`src/rtl/pipe_field_gen.sv`:
```
// Scrolling pipe field for the flappy-fish game: pipe positions, LFSR gap heights,
// per-pixel pipe render, fish/pipe collision, pass pulse and saturating BCD score.
module pipe_field_gen #(
   parameter int NUM_PIPES = 5,
   parameter int PIPE_W    = 32,
   parameter int SPACING   = 160,
   parameter int START_X   = 320,
   parameter int GAP_H     = 64,
   parameter int GAP_MIN   = 40,
   parameter int SPEED     = 1,
   parameter int FISH_SIZE = 20
) (
   input  logic       clk,
   input  logic       reset_n,
   input  logic       tick,
   input  logic       run,
   input  logic       clear,
   input  logic [9:0] pixel_x,
   input  logic [9:0] pixel_y,
   input  logic [9:0] fish_x,
   input  logic [9:0] fish_y,
   output logic       pipe_px,
   output logic       hit,
   output logic       pass,
   output logic [7:0] score_bcd
);

   localparam logic [10:0] L_PIPE_W  = 11'(PIPE_W);
   localparam logic [10:0] L_GAP_H   = 11'(GAP_H);
   localparam logic [10:0] L_SPEED   = 11'(SPEED);
   localparam logic [10:0] L_FISH    = 11'(FISH_SIZE);
   localparam logic [10:0] L_WRAP    = 11'(NUM_PIPES * SPACING - SPEED);
   localparam logic [8:0]  L_GAP_MIN = 9'(GAP_MIN);

   function automatic logic [15:0] lfsr_next(input logic [15:0] v);
      return {v[14:0], v[15] ^ v[13] ^ v[12] ^ v[10]};
   endfunction

   function automatic logic [7:0] bcd_inc(input logic [7:0] v);
      logic [7:0] res;
      if (v == 8'h99) begin
         res = v;
      end else if (v[3:0] == 4'd9) begin
         res = {v[7:4] + 4'd1, 4'd0};
      end else begin
         res = {v[7:4], v[3:0] + 4'd1};
      end
      return res;
   endfunction

   logic [9:0]  r_x [NUM_PIPES];
   logic [8:0]  r_gap [NUM_PIPES];
   logic [15:0] r_lfsr;
   logic        r_pass;
   logic [7:0]  r_score;
   logic        r_pipe_px;
   logic        r_hit;

   logic [10:0] w_xe [NUM_PIPES];
   logic [10:0] w_ge [NUM_PIPES];
   logic [9:0]  w_x_nxt [NUM_PIPES];
   logic [8:0]  w_gap_nxt [NUM_PIPES];
   logic [NUM_PIPES-1:0] w_wrap_v;
   logic [NUM_PIPES-1:0] w_px_v;
   logic [NUM_PIPES-1:0] w_hit_v;
   logic [NUM_PIPES-1:0] w_pass_v;
   logic [10:0] w_pxe, w_pye, w_fxe, w_fye;
   logic        w_step;

   assign w_step = tick & run & ~clear;
   assign w_pxe  = {1'b0, pixel_x};
   assign w_pye  = {1'b0, pixel_y};
   assign w_fxe  = {1'b0, fish_x};
   assign w_fye  = {1'b0, fish_y};

   // All per-pipe geometry is carried in 11 bits so x+PIPE_W and the wrap sum never overflow.
   for (genvar g = 0; g < NUM_PIPES; g++) begin : g_pipe
      assign w_xe[g]     = {1'b0, r_x[g]};
      assign w_ge[g]     = {2'b00, r_gap[g]};
      assign w_wrap_v[g] = (w_xe[g] < L_SPEED);
      assign w_px_v[g]   = (w_pxe >= w_xe[g]) && (w_pxe < w_xe[g] + L_PIPE_W) &&
                           ((w_pye < w_ge[g]) || (w_pye >= w_ge[g] + L_GAP_H));
      assign w_hit_v[g]  = (w_fxe < w_xe[g] + L_PIPE_W) && (w_fxe + L_FISH >= w_xe[g]) &&
                           ((w_fye < w_ge[g]) || (w_fye + L_FISH >= w_ge[g] + L_GAP_H));
      assign w_pass_v[g] = w_step && !w_wrap_v[g] &&
                           (w_xe[g] + L_PIPE_W > w_fxe) &&
                           (w_xe[g] - L_SPEED + L_PIPE_W <= w_fxe);
   end

   // Next position and gap for each pipe on a physics step.
   always_comb begin
      for (int i = 0; i < NUM_PIPES; i++) begin
         w_x_nxt[i]   = r_x[i];
         w_gap_nxt[i] = r_gap[i];
         if (w_step) begin
            if (w_wrap_v[i]) begin
               w_x_nxt[i]   = 10'(w_xe[i] + L_WRAP);
               w_gap_nxt[i] = L_GAP_MIN + {1'b0, r_lfsr[7:0]};
            end else begin
               w_x_nxt[i]   = 10'(w_xe[i] - L_SPEED);
            end
         end else begin
            w_x_nxt[i]   = r_x[i];
            w_gap_nxt[i] = r_gap[i];
         end
      end
   end

   // Field state, LFSR and registered outputs; clear outranks tick and pass.
   always_ff @(posedge clk or negedge reset_n) begin
      if (!reset_n) begin
         for (int i = 0; i < NUM_PIPES; i++) begin
            r_x[i]   <= 10'(START_X + i * SPACING);
            r_gap[i] <= 9'(GAP_MIN + 32 * i);
         end
         r_lfsr    <= 16'hACE1;
         r_pass    <= 1'b0;
         r_score   <= 8'h00;
         r_pipe_px <= 1'b0;
         r_hit     <= 1'b0;
      end else if (clear) begin
         for (int i = 0; i < NUM_PIPES; i++) begin
            r_x[i]   <= 10'(START_X + i * SPACING);
            r_gap[i] <= 9'(GAP_MIN + 32 * i);
         end
         r_lfsr    <= 16'hACE1;
         r_pass    <= 1'b0;
         r_score   <= 8'h00;
         r_pipe_px <= 1'b0;
         r_hit     <= 1'b0;
      end else begin
         for (int i = 0; i < NUM_PIPES; i++) begin
            r_x[i]   <= w_x_nxt[i];
            r_gap[i] <= w_gap_nxt[i];
         end
         r_lfsr    <= lfsr_next(r_lfsr);
         r_pass    <= |w_pass_v;
         r_score   <= r_pass ? bcd_inc(r_score) : r_score;
         r_pipe_px <= |w_px_v;
         r_hit     <= |w_hit_v;
      end
   end

   assign pipe_px   = r_pipe_px;
   assign hit       = r_hit;
   assign pass      = r_pass;
   assign score_bcd = r_score;

endmodule

```
`config.mk`:
```
export PLATFORM = sky130hd
export DESIGN_NAME = pipe_field_gen
export DESIGN_NICKNAME = d
export VERILOG_FILES = /design/src/rtl/pipe_field_gen.sv
export SDC_FILE = /design/constraint.sdc
export NUM_CORES = 1
export LEC_CHECK = 0
export BUFFER_PORTS_ARGS = -buffer_cell sky130_fd_sc_hd__buf_2
export CELL_PAD_IN_SITES_DETAIL_PLACEMENT = 0
export CELL_PAD_IN_SITES_GLOBAL_PLACEMENT = 2
export CORE_ASPECT_RATIO = 1.5
export CORE_MARGIN = 4
export CORE_UTILIZATION = 33
export CTS_BUF_LIST = sky130_fd_sc_hd__clkbuf_8 sky130_fd_sc_hd__clkbuf_16
export DETAILED_ROUTE_END_ITERATION = 7
export PLACE_DENSITY = 0.78
export SYNTH_ARGS = -nofsm -noshare
export SYNTH_HDL_FRONTEND = slang
export SYNTH_SLANG_ARGS = --single-unit
```
`constraint.sdc`:
```
create_clock -name clk -period 3.72 [get_ports clk]
set_input_delay 0.372 -clock clk [delete_from_list [all_inputs] [get_ports clk]]
set_output_delay 0.372 -clock clk [all_outputs]
set_load 0.005 [all_outputs]
```
Word level (Yosys, flattened, before mapping)
Index checks and enable logic that the tools add are counted.

operators by class
  add/subtract/negate cells = 30
  $lt $le $gt $ge = 55
  equality and inequality tests = 3
  muxes and demuxes = 30
  bitwise logic cells = 6
  reduce and logical (&&, ||, !) cells = 68

operator list
  cell                                                 count
  greater-or-equal comparator 11 x 10 -> 1 bit         10
  < comparator 10 x 11 -> 1 bit                        10
  < comparator 10 x 9 -> 1 bit                         10
  2-to-1 mux 10 bit                                    10
  2-to-1 mux 9 bit                                     10
  adder 10 x 6 -> 11 bit, second input constant        5
  adder 11 x 6 -> 11 bit, second input constant        5
  greater-or-equal comparator 10 x 11 -> 1 bit         5
  greater-than comparator 11 x 10 -> 1 bit             5
  less-or-equal comparator 11 x 10 -> 1 bit            5
  subtractor 10 x 1 -> 11 bit, second input constant   5
  adder 10 bit, second input constant                  5
  adder 9 x 7 -> 10 bit, second input constant         5
  greater-or-equal comparator 10 bit                   5
  < comparator 10 x 1 -> 1 bit, second input constant  5
  2-to-1 mux 50 bit                                    1
  2-to-1 mux 45 bit                                    1
  logical AND 1 bit                                    35
  2-to-1 mux 8 bit                                     4
  adder 10 x 5 -> 11 bit, second input constant        2
  2-to-1 mux 16 bit                                    1
  nonzero test 2 bit                                   8
  OR reduction 5 bit                                   3
  AND reduction 2 bit                                  6
  other kinds (12)                                     31

storage, ports and cells
  register bits after elaboration = 122
  logic and storage cells = 208

Logic depth before layout (Yosys ltp)
  word-level depth = 7
  mapped depth = 19

Worst setup path after synthesis
OpenSTA, ideal clock, no wires.

  kind = register to register
  start point = reg r_x[20] (netlist name)
  end point = reg r_pass (netlist: pass)
  setup time = 0.139 ns
  arrival = 3.401 ns
  data required time = 3.581 ns
  path slack = 0.180 ns
  stages on the path, launching flop included = 19
  period minus slack after synthesis = 3.540 ns
  path through = dfrtp_1 -> inv_1 -> ha_1 -> or4b_2 -> o21ai_0 -> nand2_1 -> ha_1 -> nor2_1 -> a21oi_1 -> nor3_1 -> a41oi_1 -> xnor2_1 -> ha_1 -> nand4_1 -> a211oi_1 -> o22ai_1 -> o211a_1 -> a21oi_1 -> o2111ai_1

between the ends
  cells in the longest elaborated chain, start to end = 7

RTL lines
  what                                                                                 line  RTL
  start: declaration                                                                   51    logic [9:0] r_x [NUM_PIPES];
  start signal: indexed assignment                                                     113   r_x[i] <= 10'(START_X + i * SPACING);
  start signal: indexed assignment                                                     123   r_x[i] <= 10'(START_X + i * SPACING);
  start signal: indexed assignment                                                     133   r_x[i] <= w_x_nxt[i];
  parallel branches: the longest is 4 deep, another holds subtractor 10 x 1 -> 11 bit  n/a
  logical AND 1 bit *                                                                  86    (w_xe[g] + L_PIPE_W > w_fxe) &&
  OR reduction 5 bit *                                                                 137   r_pass <= |w_pass_v;
  2-to-1 mux 1 bit *                                                                   121   end else if (clear) begin
  end signal: assignment                                                               137
  end: declaration                                                                     54    logic r_pass;

Mark *: on every way between the ends.
A chain may end at the register's enable or synchronous reset.

Worst setup path in the final report
  start point = reg r_x[21] (netlist name)
  end point = reg r_pass (netlist: pass)

The elaborated chain is that of the path after synthesis.

==> metrics.md <==
| Metric | Value |
|---|---|
| Result of the run | `complete, no violations` |
| Number of core rows | `98` |
| Number of I/O pins | `56` |
| Pin count of the biggest net entering global routing | `83` |
| Antenna fix cells | `0` |
| Worst Setup Start Kind | `register` |
| Mean post-synth cell area | `8.532 sq um` |
| Routed Antenna Nets | `0` |
| Layout cell share with drive strength beyond 1 | `13.26%` |
| Number of antenna violations at the first check in global routing | `0` |
| HPWL after DPL | `41,400 um` |
| First DRT Iteration DRCs | `725` |
| Height of the chip | `276.6 um` |
| Fraction of the mapped netlist area in compound gates | `19.80%` |
| Final critical delay including setup and external delays | `3.562 ns` |
| Root cell of the clock tree | `clkbuf_16` |
| H-tree lvl count | `4` |
| Kind of end point of the critical path | `register` |
| Arrival time worst endpoint | `3.88 ns` |
| Leak | `8.500 nW` |
| Die Outline Area | `0.05173 sq mm` |
| GR Overflow Total | `0` |
| Kind of path behind the tightest hold check | `input pin to async pin` |
| Worst slew pin tran | `0.9253 ns` |
| Biggest area contributors in the synthesized netlist | `ha_1, dfrtp_1, dfstp_2` |
| Final hold violation count | `0` |
| FFs w/ async S/R, synth | `100.0%` |
| Achievable Freq | `280.7 MHz` |
| Via count of the first global-routing pass | `14,010` |
| Parity-gate share of the synthesized area counting xor and xnor cells | `6.402%` |
| Fraction of the mapped netlist area in adder cells | `32.41%` |
| Dpl ws | `-0.1781 ns` |
| Final core utilization | `37.92%` |
| Via-per-instance ratio | `5.429` |
| Net count after synthesis | `2,316` |
| Share of synthesized cell area in and, or, nand and nor gates | `16.73%` |
| Standard cell core area | `0.04758 sq mm` |
| Register bit total from synthesis | `122` |
| Critical Path RT | `4.04 ns` |
| Post-Synthesis Cell Area | `0.01587 sq mm` |
| Sequential cell area | `0.003098 sq mm` |
| CTS sink cnt | `122` |
| Setup repair after global routing missed its margin | `true` |
| Top fanout value on the critical path | `3` |
| Most frequently used cell type in the post-synthesis netlist | `ha_1` |
| Max-cap violation count | `0` |
| Maximum vdd ir drop | `0.3012 mV` |
| Buffers from clock root to sink, at most | `2` |
| Yosys warning count | `0` |
| Worst clock skew on the final layout | `0.01202 ns` |
| Number of synthesized flops with an enable pin | `0` |
| Fill cell total of the finished layout | `4,875` |
| Prevailing post-synth register cell | `dfrtp_1` |
| Sequential area share after synthesis | `19.51%` |
| CTS buffer count | `17` |
| Synth area leader | `ha_1` |
| Type of the worst setup path | `register to register` |
| Clock-pin slew reported for the worst setup and hold paths after clock tree synthesis | `0.08 ns` |
| Most common library cells after synthesis | `ha_1, inv_1, a21oi_1` |
| Vias post-DR | `13,990` |
| Worst-case headroom to the max-slew limit | `36.72%` |
| Number of failing setup endpoints in the final timing report | `0` |
| Fin nets | `2,419` |
| Final period utilization | `95.75%` |
| Count of cell types in the netlist | `83` |
| Wire length of the first global-routing pass | `81,410 um` |
| Drt first pass iters | `5` |
| Cell Pwr Density | `305.9 mW/mm^2` |
| Number of port buffers | `55` |
| Top cell type's share of synthesized area | `32.41%` |
| Width of the chip | `187.1 um` |
| TritonCTS clock tree | `done` |
| Footprint of the multi-input gates | `0.01215 sq mm` |
| Routed length per placed instance | `20.10 um` |
| Tot GR Track Use | `19.76%` |
| Wirelength, routed | `51,780 um` |
| Synth Instances | `1,860` |
| Smallest setup slack after layout | `0.1580 ns` |
| Skew-Pair Late Insertion Delay | `0.45 ns` |
| Final weighted congestion in routability-driven placement | `0.8684` |
| DRC viols | `0` |
| Max-slew violation count | `0` |
| Main combinational cell family by area after synthesis | `adder cells` |
| Layout overhead on the synthesized area | `13.69%` |
| Starting density of the core | `33.36%` |
| Multiplexer share of the synthesized area | `0.1340%` |
cell usage in the layout, fill, tap and decap left out, types with 5 or more instances in the layout:
| cell type | synthesis | final |
|---|---|---|
| ha_1 | 411 | 406 |
| inv_1 | 163 | 160 |
| a21oi_1 | 135 | 133 |
| nor2_1 | 118 | 116 |
| nand2_1 | 115 | 112 |
| o21ai_0 | 112 | 106 |
| xnor2_1 | 91 | 89 |
| dfrtp_1 | 87 | 86 |
| nand3_1 | 79 | 78 |
| buf_4 | 1 | 74 |
| buf_2 | 9 | 53 |
| a21o_1 | 45 | 45 |
| a211oi_1 | 37 | 35 |
| dfstp_2 | 35 | 35 |
| nor2b_1 | 33 | 33 |
| nor3_1 | 33 | 31 |
| xor2_1 | 25 | 25 |
| o21a_1 | 24 | 24 |
| nand2b_1 | 22 | 22 |
| nand4_1 | 19 | 19 |
| a31oi_1 | 18 | 18 |
| a211o_1 | 17 | 17 |
| clkbuf_16 | 0 | 17 |
| o211ai_1 | 13 | 13 |
| or3_1 | 13 | 12 |
| or2_2 | 12 | 12 |
| a2111oi_0 | 12 | 12 |
| and3_1 | 12 | 11 |
| o2111ai_1 | 12 | 11 |
| nand3b_1 | 9 | 9 |
| o311ai_0 | 6 | 6 |
| nor4_1 | 7 | 6 |
| o31a_1 | 6 | 6 |
| o21bai_1 | 6 | 6 |
| nand4b_1 | 6 | 6 |
| inv_6 | 0 | 6 |
| nor3_2 | 4 | 5 |
| o21ai_1 | 0 | 5 |
| and4_1 | 5 | 5 |
area by class of cell:
| class | count | area share [%] |
|---|---|---|
| tap | 600 | 4.161 |
| clock inverter | 15 | 0.8530 |
| timing repair buffer | 129 | 4.723 |
| sequential | 122 | 17.17 |
| multi-input combinational | 1530 | 67.34 |
| clock buffer | 17 | 2.358 |
| inverter | 163 | 3.391 |
worst paths after layout:
check | from | end | slack [ns] | depth (start not counted)
worst max-delay path | r_x[21] | pass | 0.16 | 20
worst min-delay path | reset_n | r_lfsr[1] | 0.02 | 1
worst max register to register | r_x[21] | pass | 0.16 | 20
worst min register to register | r_lfsr[14] | r_lfsr[15] | 0.42 | 1
max in group asynchronous | reset_n | r_x[36] | 2.86 | 2
min in group clk | r_lfsr[14] | r_lfsr[15] | 0.42 | 1
flip-flops by register name, indices dropped and copies added (netlist names):
name	flops
pipe_px	1
r_lfsr	16
score_bcd	8
hit	1
r_x	50
pass	1
r_gap	45
kinds of logic (layout without fill, tap and decap cells):
family | count (synthesis) | count (layout)
DFF | 122 | 122
AOI/OAI and AO/OA | 487 | 487
buffers and inverters | 208 | 324
muxes | 2 | 2
xor gates and xnor gates | 116 | 116
adders and majority gates | 411 | 411
and+or+nand+nor | 514 | 514
stage by stage:
step / TNS (ns) / std cells / power [mW] / area (sq um) / hold WS [ns]
after floorplan: 0 / 1860 / 2.936 / 15870 / 0.07641
after global placement: -0.08333 / 2541 / 3.673 / 17270 / 0.4128
final: 0 / 2576 / 5.519 / 18040 / 0.02353
after CTS: 0 / 2573 / 5.484 / 17850 / 0.04370
after detailed placement: -0.1781 / 2541 / 3.709 / 17270 / 0.4181
after global routing: -0.04802 / 2576 / 5.925 / 18040 / 0.07781
where the power goes:
part           total (mW)  switching (mW)  leakage, nW  internal (mW)
Clock                1.73           0.833        0.279          0.895
Combinational        2.30            1.31         6.67          0.992
Sequential           1.49          0.0952         1.55           1.39
per-layer routing:
| layer | track usage, % | up-vias | wire length (um) |
|---|---|---|---|
| li1 | - | 7009 | - |
| met1 | 23.88 | 6609 | 22180 |
| met2 | 36.03 | 283 | 26210 |
| met3 | 2.106 | 85 | 1472 |
| met4 | 7.380 | 0 | 1925 |
| met5 | 0 | - | 0 |
critical path, cell delays in order (launching register included):
cell,delay (ns)
dfrtp_1,0.40
inv_2,0.09
ha_4,0.13
or4b_4,0.50
nor2_4,0.15
nand2_2,0.07
nand2_2,0.11
ha_4,0.16
nor2_4,0.03
a21oi_2,0.14
nor3_2,0.06
a41oi_2,0.18
xnor2_1,0.11
ha_1,0.32
nand4_1,0.14
a211oi_2,0.22
o22ai_1,0.11
o211a_1,0.14
a21oi_2,0.12
buf_4,0.15
o2111ai_4,0.12
timing repair:
item / in CTS / in global routing
hold buffers: 0 / 0
resized for setup: 3 / 41
gates cloned: 0 / 0
pin swaps: 0 / 19
buffers inserted: 0 / 3
endpoints found under the setup margin: 1 / 1
(Power assumes the default switching activity.)
